### src/rtl/srt_otf_conv.sv
// Radix-4 SRT on-the-fly quotient converter: Q/QM accumulation, remainder-sign correction, valid/ready output.
// Optional abort input enabled by defining SRT_OTF_ABORT_EN.
module srt_otf_conv #(
   parameter  int N_DIGITS = 16,
   localparam int QW       = 2 * N_DIGITS
) (
   input  logic          clk,
   input  logic          rst,
   input  logic          start,
   input  logic          in_valid,
   output logic          in_ready,
   input  logic [2:0]    q_digit,
   input  logic          corr_valid,
   output logic          corr_ready,
   input  logic          rem_neg,
   output logic          out_valid,
   input  logic          out_ready,
   output logic [QW-1:0] quotient,
`ifdef SRT_OTF_ABORT_EN
   input  logic          abort,
`endif
   output logic          busy,
   output logic          err
);

   localparam int CW = $clog2(N_DIGITS + 1);

   typedef enum logic [1:0] {IDLE, COLLECT, CORRECT, DONE} state_t;

   state_t        state_q, state_d;
   logic [QW-1:0] q_q, q_d, qm_q, qm_d, quot_q, quot_d;
   logic [CW-1:0] cnt_q, cnt_d;
   logic          err_q, err_d;
   logic          abort_w;

`ifdef SRT_OTF_ABORT_EN
   assign abort_w = abort;
`else
   assign abort_w = 1'b0;
`endif

   // Digit decode: which register each new value is shifted from, and the appended 2-bit tail.
   logic          q_from_qm, qm_from_q, illegal;
   logic [1:0]    q_tail, qm_tail;
   logic [QW-1:0] q_base, qm_base;

   always_comb begin
      q_from_qm = 1'b0;
      qm_from_q = 1'b0;
      q_tail    = 2'd0;
      qm_tail   = 2'd3;
      illegal   = 1'b0;
      case (q_digit)
         3'b000: ;
         3'b001: begin qm_from_q = 1'b1; q_tail = 2'd1; qm_tail = 2'd0; end
         3'b010: begin qm_from_q = 1'b1; q_tail = 2'd2; qm_tail = 2'd1; end
         3'b111: begin q_from_qm = 1'b1; q_tail = 2'd3; qm_tail = 2'd2; end
         3'b110: begin q_from_qm = 1'b1; q_tail = 2'd2; qm_tail = 2'd1; end
         default: illegal = 1'b1;
      endcase
   end

   assign q_base  = q_from_qm ? qm_q : q_q;
   assign qm_base = qm_from_q ? q_q  : qm_q;

   assign in_ready   = (state_q == COLLECT) && !abort_w;
   assign corr_ready = (state_q == CORRECT) && !abort_w;
   assign out_valid  = (state_q == DONE)    && !abort_w;
   assign busy       = (state_q != IDLE);
   assign quotient   = quot_q;
   assign err        = err_q;

   always_comb begin
      state_d = state_q;
      q_d     = q_q;
      qm_d    = qm_q;
      cnt_d   = cnt_q;
      quot_d  = quot_q;
      err_d   = err_q;
      case (state_q)
         IDLE: begin
            if (start) begin
               q_d     = '0;
               qm_d    = '1;
               cnt_d   = '0;
               err_d   = 1'b0;
               state_d = COLLECT;
            end
         end
         COLLECT: begin
            if (in_valid && in_ready) begin
               q_d   = {q_base[QW-3:0], q_tail};
               qm_d  = {qm_base[QW-3:0], qm_tail};
               cnt_d = cnt_q + CW'(1);
               err_d = err_q | illegal;
               if (cnt_q == CW'(N_DIGITS - 1)) state_d = CORRECT;
            end
         end
         CORRECT: begin
            if (corr_valid && corr_ready) begin
               quot_d  = rem_neg ? qm_q : q_q;
               state_d = DONE;
            end
         end
         DONE: begin
            if (out_ready) state_d = IDLE;
         end
         default: state_d = IDLE;
      endcase
      if (abort_w) begin
         state_d = IDLE;
         q_d     = '0;
         qm_d    = '1;
         cnt_d   = '0;
      end
   end

   always_ff @(posedge clk or posedge rst) begin
      if (rst) begin
         state_q <= IDLE;
         q_q     <= '0;
         qm_q    <= '1;
         cnt_q   <= '0;
         quot_q  <= '0;
         err_q   <= 1'b0;
      end else begin
         state_q <= state_d;
         q_q     <= q_d;
         qm_q    <= qm_d;
         cnt_q   <= cnt_d;
         quot_q  <= quot_d;
         err_q   <= err_d;
      end
   end

endmodule

### config.mk
export PLATFORM = sky130hd
export DESIGN_NAME = srt_otf_conv
export DESIGN_NICKNAME = d
export VERILOG_FILES = /design/src/rtl/srt_otf_conv.sv
export SDC_FILE = /design/constraint.sdc
export NUM_CORES = 1
export LEC_CHECK = 0
export CORE_MARGIN = 4
export CORE_UTILIZATION = 59
export CTS_BUF_LIST = sky130_fd_sc_hd__clkbuf_8
export DETAILED_ROUTE_END_ITERATION = 6
export GPL_ROUTABILITY_DRIVEN = 0
export GPL_TIMING_DRIVEN = 0
export PLACE_DENSITY = 0.79
export SLEW_MARGIN = 20
export SYNTH_ARGS = -nofsm -noshare
export SYNTH_HDL_FRONTEND = slang
export SYNTH_SLANG_ARGS = --single-unit
export TNS_END_PERCENT = 10
### constraint.sdc
create_clock -name clk -period 4.21 [get_ports clk]
set_input_delay 0.6315 -clock clk [delete_from_list [all_inputs] [get_ports clk]]
set_output_delay 0.6315 -clock clk [all_outputs]
set_load 0.05 [all_outputs]
==> results of run 1 <==
-- per-layer routing --
layer / track usage / vias to the layer above
met5: 0 / -
met4: 0.0935 / 0
met3: 0.0379 / 15
met2: 0.377 / 113
met1: 0.335 / 1906
li1: - / 1821
-- logic make-up after synthesis --
| family | Yosys count | synth area share |
|---|---|---|
| compound gates | 105 | 0.121 |
| xor+xnor | 2 | 0.00505 |
| fa+ha+maj | 6 | 0.0151 |
| buf+inv | 44 | 0.0492 |
| flops | 104 | 0.533 |
| mux | 67 | 0.136 |
| simple gates | 175 | 0.141 |
-- registers in the layout, summed over array words and instances, names as in the netlist --
signal	cells
quotient	32
q_q	32
qm_q	32
cnt_q	5
state_q	2
err	1
-- per-stage QoR --
step / setup slack [ps] / instance area, um2 / TNS, ps
after global routing: 1490 / 5760 / 0
after CTS: 1570 / 5760 / 0
after floorplan: 899 / 4960 / 0
final: 1590 / 5760 / 0
after detailed placement: 1970 / 5560 / 0
after global placement: -604 / 5530 / -43170
-- worst max-delay path: cells and delay by family, from the launching register on --
family	cells	cell delay, ps
flip-flops	1	390
buffers and inverters	3	950
adder cells (fa/ha/maj)	1	280
-- Yosys cell counts (2+ instances only) --
cell type  count  area, um2
a22o_1         2       17.5
buf_6          4       45.0
nor2_1        64        240
clkbuf_1       5       18.8
buf_2         15       75.1
nand3_1        4       20.0
and2_1         2       12.5
dfrtp_1       72       1800
nand2b_2       2       17.5
nand2_1       96        360
mux2i_1       66        661
ha_1           6       75.1
buf_1          4       15.0
a31oi_1       30        188
and3_1         2       12.5
buf_4          7       52.6
inv_1          8       30.0
dfstp_2       32        841
o21ai_0       31        155
a21oi_1       35        175
o22ai_1        2       12.5
-- area by class of cell --
class	instances	share of cell area
multi-input cells	355	0.360
clock buffers	9	0.0215
plain buffers	36	0.0372
clock inverters	7	0.0124
repair buffers	45	0.0813
flip-flops and latches	104	0.459
well taps	105	0.0228
inverters	8	0.00609
-- power groups by stage --
| stage | clock network [mW] | registers (mW) | logic, mW |
|---|---|---|---|
| floorplan | 0 | 2.41 | 1.12 |
| global placement | 0 | 1.93 | 2.28 |
| detailed placement | 0 | 1.96 | 2.33 |
| CTS | 0.636 | 1.94 | 2.34 |
| global route | 0.680 | 2.02 | 2.52 |
| finish | 0.631 | 1.95 | 2.33 |
-- worst max-delay path by stage --
stage / slack, ps / cells after the start / to
6_report: 1590 / 4 / busy
5_1_grt: 1490 / 4 / busy
4_1_cts: 1570 / 4 / busy
3_5_place_dp: 1970 / 5 / quotient[9]$_DFFE_PP0P_
3_3_place_gp: -600 / 2 / quotient[3]$_DFFE_PP0P_
2_1_floorplan: 900 / 1 / cnt_q[0]$_DFFE_PP0P_
==> metrics.txt, run 1 <==
status=completed; M1 wire length=4970 um; global-route wire length before repair=19,100 um; area of the multi-input gates=0.00207 mm2; CP Cell Sequence=inv_1 -> ha_1 -> inv_1 -> clkdlybuf4s50_1; internal power=2.66 mW; CTS clk-pin slew, worst paths=100 ps; RSZ-0062 raised after global routing=false; post-route insts no fill=669; Final setup viols=0; vias in the first global route=3,899; register area=0.00264 mm2; Port Buf Inserts=44; sw frac=0.458; Pwr Total=4.91 mW; most frequent cells in the layout=96 x nand2_1, 72 x dfrtp_1, 66 x mux2i_1, 64 x nor2_1, 44 x clkdlybuf4s50_1; worst stage delay on the critical path=790 ps; cell count after placement=653; Post-CTS Repair Setup Buffers=0; area grow syn2layout=16.1%; Syn Nets=519; Crit Path Max Fanout=5; pin count of the biggest net entering global routing=80; sequential area share after synthesis=0.533; Resized Gates After CTS=0; WS Path Type=reg -> out; CORE AREA=0.00818 mm2; fin util=0.704; Bufs on Longest Clock Path=2; residual DRC count=0; Psw=2.25 mW; Ant. Diodes=0; fin nets=575; Critical Path Sink Type=output pin; Initial Utilization=0.606; final hold slack=507 ps; leakage power=2.71 nW; Hold Path Depth=2; # rows=33; Post-synth EDFFs=0; ys async rst share=1.00; Die Y=99.7 um; PwrDens=853 mW/mm2; final hold violation count=0; Max Transition Viols Final=0; #FFs+latches synth=104; initial antenna violation count=0; combinational share of power=0.474; # IOs=47; grt ovf=0; Top FF cell, synth=dfrtp_1; Die Area=0.00993 mm2; R2R setup slack=2280 ps; vias per inst=5.76; Critical Path AT=1990 ps; worst hold-check path type=reg -> reg; clk_lat worst skew=370 ps; Synth Instances=503; maximum vdd drop=0.438 mV; Worst Hold Endpoint=qm_q[30]$_DFFE_PP1P_; Final Skew=10.6 ps; hold bufs inserted after CTS=0; H-tree depth=3; layout cells sized above 1=0.147; post-route ant nets=0; All-Layer GR Usage=0.239; Slowest-stage cell, CP=clkdlybuf4s50_1; Slew headroom=0.614; fill count=645; CTS root buf=clkbuf_8; clock share of power=0.128; required time worst endpoint=3580 ps; synthesized area=0.00496 mm2; Starting DRT DRC Count=175; TritonCTS Buffers=9; Final Cycle Share=0.623; Worst Min Path Start=qm_q[30]$_DFFE_PP1P_; wirelength, routed=11,100 um; Seq pwr share=0.398; CP dominant cell by count=inv_1; Worst-Margin Slew=579 ps; Final Critical Period=2620 ps; Synth warnings=0; TritonRoute pass-1 iters=5; DP HPWL=7520 um; leading cell type in the layout, fill and taps excluded=nand2_1; Max Fclk=381 MHz; met2 wire length=5440 um; CTS tree=built; post-synth cell types=35; synthesized area per cell=9.85 um2; mean routed wirelength per cell=16.6 um; startpoint type of the worst setup path=register; depth of the most critical reg-to-reg path=6; Max Cap Viol=0; Routed met3 length=504 um; CTS Sinks=104; worst r2r dst=q_q[29]$_DFFE_PP0P_; Worst Setup SP=state_q[0]$_DFFE_PP0P_; Vias=3,855; Die X=99.7 um; DR top layer=met4; worst reg2reg startpoint=state_q[0]$_DFFE_PP0P_
Power figures use the tool's default switching activity.
==> inputs of run 2 (changes only) <==
--- a/config.mk
+++ b/config.mk
@@ -6,12 +6,12 @@
 export NUM_CORES = 1
 export LEC_CHECK = 0
 export CORE_MARGIN = 4
-export CORE_UTILIZATION = 59
+export CORE_UTILIZATION = 54
 export CTS_BUF_LIST = sky130_fd_sc_hd__clkbuf_8
 export DETAILED_ROUTE_END_ITERATION = 6
 export GPL_ROUTABILITY_DRIVEN = 0
 export GPL_TIMING_DRIVEN = 0
-export PLACE_DENSITY = 0.79
+export PLACE_DENSITY = 0.76
 export SLEW_MARGIN = 20
 export SYNTH_ARGS = -nofsm -noshare
 export SYNTH_HDL_FRONTEND = slang
==> constraint.sdc (replaced) <==
create_clock -name clk -period 2.35 [get_ports clk]
set_input_delay 0.3525 -clock clk [delete_from_list [all_inputs] [get_ports clk]]
set_output_delay 0.3525 -clock clk [all_outputs]
set_load 0.05 [all_outputs]
==> metrics.txt, run 2 (synthesis gave the netlist of run 1 again) <==
# IOs=47 (unchanged); Starting DRT DRC Count=270 (was 175); CP Cell Sequence=inv_1 -> ha_1 -> clkdlybuf4s50_1 (was inv_1 -> ha_1 -> inv_1 -> clkdlybuf4s50_1); Critical Path Sink Type=output pin (unchanged); clk_lat worst skew=370 ps (about the same); post-route ant nets=0 (unchanged); RSZ-0062 raised after global routing=false (unchanged); leading cell type in the layout, fill and taps excluded=nand2_1 (unchanged); startpoint type of the worst setup path=register (unchanged); CORE AREA=0.00881 mm2 (was 0.00818 mm2); Max Fclk=452 MHz; Final Cycle Share=0.942; fin nets=577 (was 575); hold bufs inserted after CTS=0 (unchanged); grt ovf=0 (unchanged); Port Buf Inserts=44 (unchanged); mean routed wirelength per cell=16.6 um (about the same); maximum vdd drop=0.843 mV (was 0.438 mV); CTS Sinks=104 (unchanged); worst hold-check path type=in -> reg (was reg -> reg); wirelength, routed=11,200 um (was 11,100 um); area grow syn2layout=17.7% (was 16.1%); clock share of power=0.141 (was 0.128); WS Path Type=reg -> out (unchanged); Final setup viols=0 (unchanged); CTS clk-pin slew, worst paths=100 ps (about the same); Crit Path Max Fanout=4 (was 5); Max Cap Viol=0 (unchanged); WP buf/inv=2 (was 3); fill count=709 (was 645); Initial Utilization=0.563 (was 0.606); Die Area=0.0108 mm2 (was 0.00993 mm2); TritonCTS Buffers=9 (unchanged); CTS root buf=clkbuf_8 (unchanged); global-route wire length before repair=19,300 um (was 19,100 um); status=completed (unchanged); Ant. Diodes=0 (unchanged); Psw=4.03 mW (was 2.25 mW); CTS tree=built (unchanged); Slew headroom=0.608 (was 0.614); All-Layer GR Usage=0.217 (was 0.239); Final Skew=15.7 ps (was 10.6 ps); Bufs on Longest Clock Path=2 (unchanged); combinational share of power=0.467 (was 0.474); critical path's top delay family=buffers and inverters (unchanged); Die Y=104 um (was 99.7 um); Pwr Total=8.94 mW (was 4.91 mW); residual DRC count=0 (unchanged); Worst-Margin Slew=587 ps (was 579 ps); DP HPWL=7740 um (was 7520 um); most frequent cells in the layout=96 x nand2_1, 72 x dfrtp_1, 66 x mux2i_1, 64 x nor2_1, 42 x clkdlybuf4s50_1 (was 96 x nand2_1, 72 x dfrtp_1, 66 x mux2i_1, 64 x nor2_1, 44 x clkdlybuf4s50_1); Seq pwr share=0.392 (was 0.398); Vias=3,878 (was 3,855); worst stage delay on the critical path=810 ps (was 790 ps); leakage power=2.75 nW (was 2.71 nW); vias per inst=5.75 (was 5.76); Critical Path AT=1860 ps (was 1990 ps); final hold violation count=0 (unchanged); PwrDens=1530 mW/mm2 (was 853 mW/mm2); internal power=4.91 mW (was 2.66 mW); Final Critical Period=2210 ps; vias in the first global route=3,893 (was 3,899); DP Worst Slack=379 ps (was 1970 ps); required time worst endpoint=2000 ps (was 3580 ps); Max Transition Viols Final=0 (unchanged); initial antenna violation count=0 (unchanged); # rows=34 (was 33); Slowest-stage cell, CP=clkdlybuf4s50_1 (unchanged); final setup margin=136 ps (was 1590 ps); sw frac=0.451 (was 0.458); H-tree depth=3 (unchanged); pin count of the biggest net entering global routing=33 (was 80); TritonRoute pass-1 iters=5 (unchanged); layout cells sized above 1=0.152 (was 0.147); Die X=104 um (was 99.7 um)
## run 2: power by group through the flow
stage / combinational, mW / sequential [mW] / clock, mW
2_1_floorplan: 2.01 / 4.32 / 0
3_3_place_gp: 4.08 / 3.47 / 0
3_5_place_dp: 4.19 / 3.52 / 0
4_1_cts: 4.20 / 3.49 / 1.27
5_1_grt: 4.53 / 3.63 / 1.35
6_report: 4.18 / 3.50 / 1.26
## run 2: path summary, 6_finish.rpt
kind,startpoint,to,slack (ps),cells past startpoint
max,state_q[1]$_DFFE_PP0P_,in_ready,140,3
min,q_digit[1],q_q[1]$_DFFE_PP0P_,290,2
max reg2reg,state_q[1]$_DFFE_PP0P_,q_q[3]$_DFFE_PP0P_,400,7
min reg2reg,q_q[31]$_DFFE_PP0P_,q_q[31]$_DFFE_PP0P_,490,2
max in group asynchronous,rst,qm_q[2]$_DFFE_PP1P_,1140,4
min in group asynchronous,rst,quotient[27]$_DFFE_PP0P_,370,2
## run 2: layout make-up
class	count	area, um2	area share
inverter	8	33.8	0.00579
multi-input combinational	355	2070	0.355
clock buffer	10	138	0.0236
clock inverter	6	90.1	0.0154
sequential	104	2640	0.453
buffer	36	214	0.0367
timing repair buffer	47	509	0.0873
tap	108	135	0.0232
## run 2: what timing repair did
action	4_1_cts	5_1_grt
endpoints found under the setup margin	1	1
pin swaps	0	0
setup buffers	0	0
gates resized for setup	1	1
## run 2: routing by layer
metal	wire (um)	share of wire	GRT usage
met1	5060	0.45	0.299
met4	258	0.023	0.0807
met3	507	0.045	0.0354
met5	0	0	0
met2	5370	0.48	0.346
## run 2: metrics by stage
step	cells	hold slack [ps]	instance area (um2)	util	TNS, ps
global placement	655	466	5540	0.629	-18660
CTS	674	282	5830	0.662	0
floorplan	503	449	4960	-	0
finish	674	286	5830	0.662	0
detailed placement	658	471	5600	0.636	0
global route	674	276	5830	0.662	0
==> inputs of run 3 (changes only) <==
--- a/config.mk
+++ b/config.mk
@@ -5,12 +5,13 @@
 export SDC_FILE = /design/constraint.sdc
 export NUM_CORES = 1
 export LEC_CHECK = 0
-export CORE_MARGIN = 4
+export CORE_MARGIN = 1.5
 export CORE_UTILIZATION = 54
 export CTS_BUF_LIST = sky130_fd_sc_hd__clkbuf_8
 export DETAILED_ROUTE_END_ITERATION = 6
 export GPL_ROUTABILITY_DRIVEN = 0
 export GPL_TIMING_DRIVEN = 0
+export HOLD_SLACK_MARGIN = 0.15
 export PLACE_DENSITY = 0.76
 export SLEW_MARGIN = 20
 export SYNTH_ARGS = -nofsm -noshare
==> metrics.txt, run 3 (synthesis gave the netlist of run 1 again) <==
status=finished with violations (was completed); failing checks=design-rule violations; CTS Sinks=104 (unchanged); Hold Path Depth=2 (unchanged); register area=0.00264 mm2 (unchanged); startpoint type of the worst setup path=register (unchanged); All-Layer GR Usage=0.247 (was 0.217); internal power=4.79 mW (was 4.91 mW); Max Cap Viol=0 (unchanged); TritonCTS Buffers=9 (unchanged); Worst Setup SP=state_q[1]$_DFFE_PP0P_ (unchanged); clk_lat worst skew=370 ps (about the same); Final setup viols=0 (unchanged); GR peak layer=met2 (unchanged); leading cell type in the layout, fill and taps excluded=nand2_1 (unchanged); worst reg2reg startpoint=state_q[1]$_DFFE_PP0P_ (unchanged); # rows=34 (unchanged); cell count after placement=658 (unchanged); mean routed wirelength per cell=16.8 um (was 16.6 um); area grow syn2layout=17.1% (was 17.7%); Ant. Diodes=0 (unchanged); clock share of power=0.128 (was 0.141); Worst Min Path Start=q_digit[1] (unchanged); initial antenna violation count=0 (unchanged); Post-CTS Repair Setup Buffers=0 (unchanged); Final Skew=9.37 ps (was 15.7 ps); combinational share of power=0.473 (was 0.467); fill count=741 (was 709); Final Critical Period=2220 ps (was 2210 ps); WS Path Type=reg -> out (unchanged); global routing usage on met3=0.0291 (was 0.0354); Port Buf Inserts=44 (unchanged); wirelength, routed=11,300 um (was 11,200 um); Vias=3,864 (was 3,878); CTS root buf=clkbuf_8 (unchanged); worst hold-check path type=in -> reg (unchanged); Pwr Total=8.79 mW (was 8.94 mW); vias per inst=5.73 (was 5.75); leakage power=2.74 nW (was 2.75 nW); Worst-Margin Slew=680 ps (was 587 ps); Bufs on Longest Clock Path=2 (unchanged); Worst Hold Endpoint=q_q[1]$_DFFE_PP0P_ (unchanged); Die Area=0.00976 mm2 (was 0.0108 mm2); Max Transition Viols Final=0 (unchanged); RSZ-0062 raised after global routing=false (unchanged); PwrDens=1520 mW/mm2 (was 1530 mW/mm2); H-tree depth=3 (unchanged); Final Cycle Share=0.944 (was 0.942); Max Fclk=451 MHz (was 452 MHz); CTS clk-pin slew, worst paths=100 ps (about the same); Critical Path Sink Type=output pin (unchanged); grt met1 use=0.342 (was 0.299); Die X=98.8 um (was 104 um); CORE AREA=0.00881 mm2 (unchanged); final hold violation count=0 (unchanged); CTS tree=built (unchanged); Critical Path AT=1870 ps (was 1860 ps); layout cells sized above 1=0.150 (was 0.152); residual DRC count=2 (was 0); required time worst endpoint=2000 ps (about the same); vias in the first global route=3,833 (was 3,893); # IOs=47 (unchanged); post-route setup TNS=0 ps (unchanged); TritonRoute pass-1 iters=7 (was 5); R2R setup slack=390 ps (was 400 ps); post-route ant nets=0 (unchanged); Starting DRT DRC Count=185 (was 270); depth of the most critical reg-to-reg path=7 (unchanged); global-route wire length before repair=19,100 um (was 19,300 um); Seq pwr share=0.399 (was 0.392); Slew headroom=0.546 (was 0.608); hold bufs inserted after CTS=0 (unchanged); Psw=4.00 mW (was 4.03 mW); Die Y=98.8 um (was 104 um); most frequent cells in the layout=96 x nand2_1, 72 x dfrtp_1, 66 x mux2i_1, 64 x nor2_1, 42 x clkdlybuf4s50_1 (unchanged); Crit Path Max Fanout=4 (unchanged); worst r2r dst=q_q[13]$_DFFE_PP0P_ (was q_q[3]$_DFFE_PP0P_); area of the multi-input gates=0.00207 mm2 (unchanged); final hold slack=285 ps (was 286 ps); met2 Usage GRT=0.406 (was 0.346); Initial Utilization=0.563 (unchanged); grt ovf=0 (unchanged); post-route insts no fill=674 (unchanged); sw frac=0.455 (was 0.451); fin nets=577 (unchanged); pin count of the biggest net entering global routing=32 (was 33); maximum vdd drop=0.745 mV (was 0.843 mV); DP HPWL=7630 um (was 7740 um)
run 3: cell count changes in the layout (fill, tap and decap cells not counted), sizes merged:
cell / delta
clkinv: +2
bufinv: -1
inv: -1
run 3: worst max path at each step:
stage / to
2_1_floorplan: qm_q[0]$_DFFE_PP1P_
3_3_place_gp: quotient[13]$_DFFE_PP0P_
3_5_place_dp: q_q[4]$_DFFE_PP0P_
4_1_cts: corr_ready
5_1_grt: in_ready
6_report: in_ready
run 3: critical path, stage by stage, from the launching register on:
cell and delay (ps):
dfrtp_1 420, inv_1 90, ha_1 170, clkdlybuf4s50_1 810
run 3: power groups by stage:
stage                     Combinational (mW)  Clock [mW]  Sequential [mW]
after CTS                               4.18        1.14             3.50
after global placement                  4.07           0             3.47
after floorplan                         2.01           0             4.32
after detailed placement                4.17           0             3.53
after global routing                    4.53        1.20             3.64
final                                   4.16        1.13             3.51
run 3: stage by stage:
step / setup slack [ps] / cell area (um2) / util
global placement: -261 / 5540 / 0.629
detailed placement: 372 / 5600 / 0.636
global route: 85.5 / 5800 / 0.659
floorplan: 427 / 4960 / -
CTS: 60.0 / 5800 / 0.659
finish: 131 / 5800 / 0.659
run 3: timing repair:
action | CTS | global route
endpoints found under the setup margin | 1 | 1
resized for setup | 1 | 1
cloned | 0 | 0
run 3: per-layer routing:
metal  wire [um]  up-vias
met5           0        -
met4         183        0
met3         509       16
met2        5510      105
met1        5100     1922
li1            -     1821
run 3: final cells by class:
class	instances	share of cell area
Clock inverter	6	0.0104
Sequential cell	104	0.455
Inverter	8	0.00582
Buffer	36	0.0369
Multi-Input combinational cell	355	0.357
Tap cell	108	0.0233
Clock buffer	10	0.0237
Timing Repair Buffer	47	0.0878
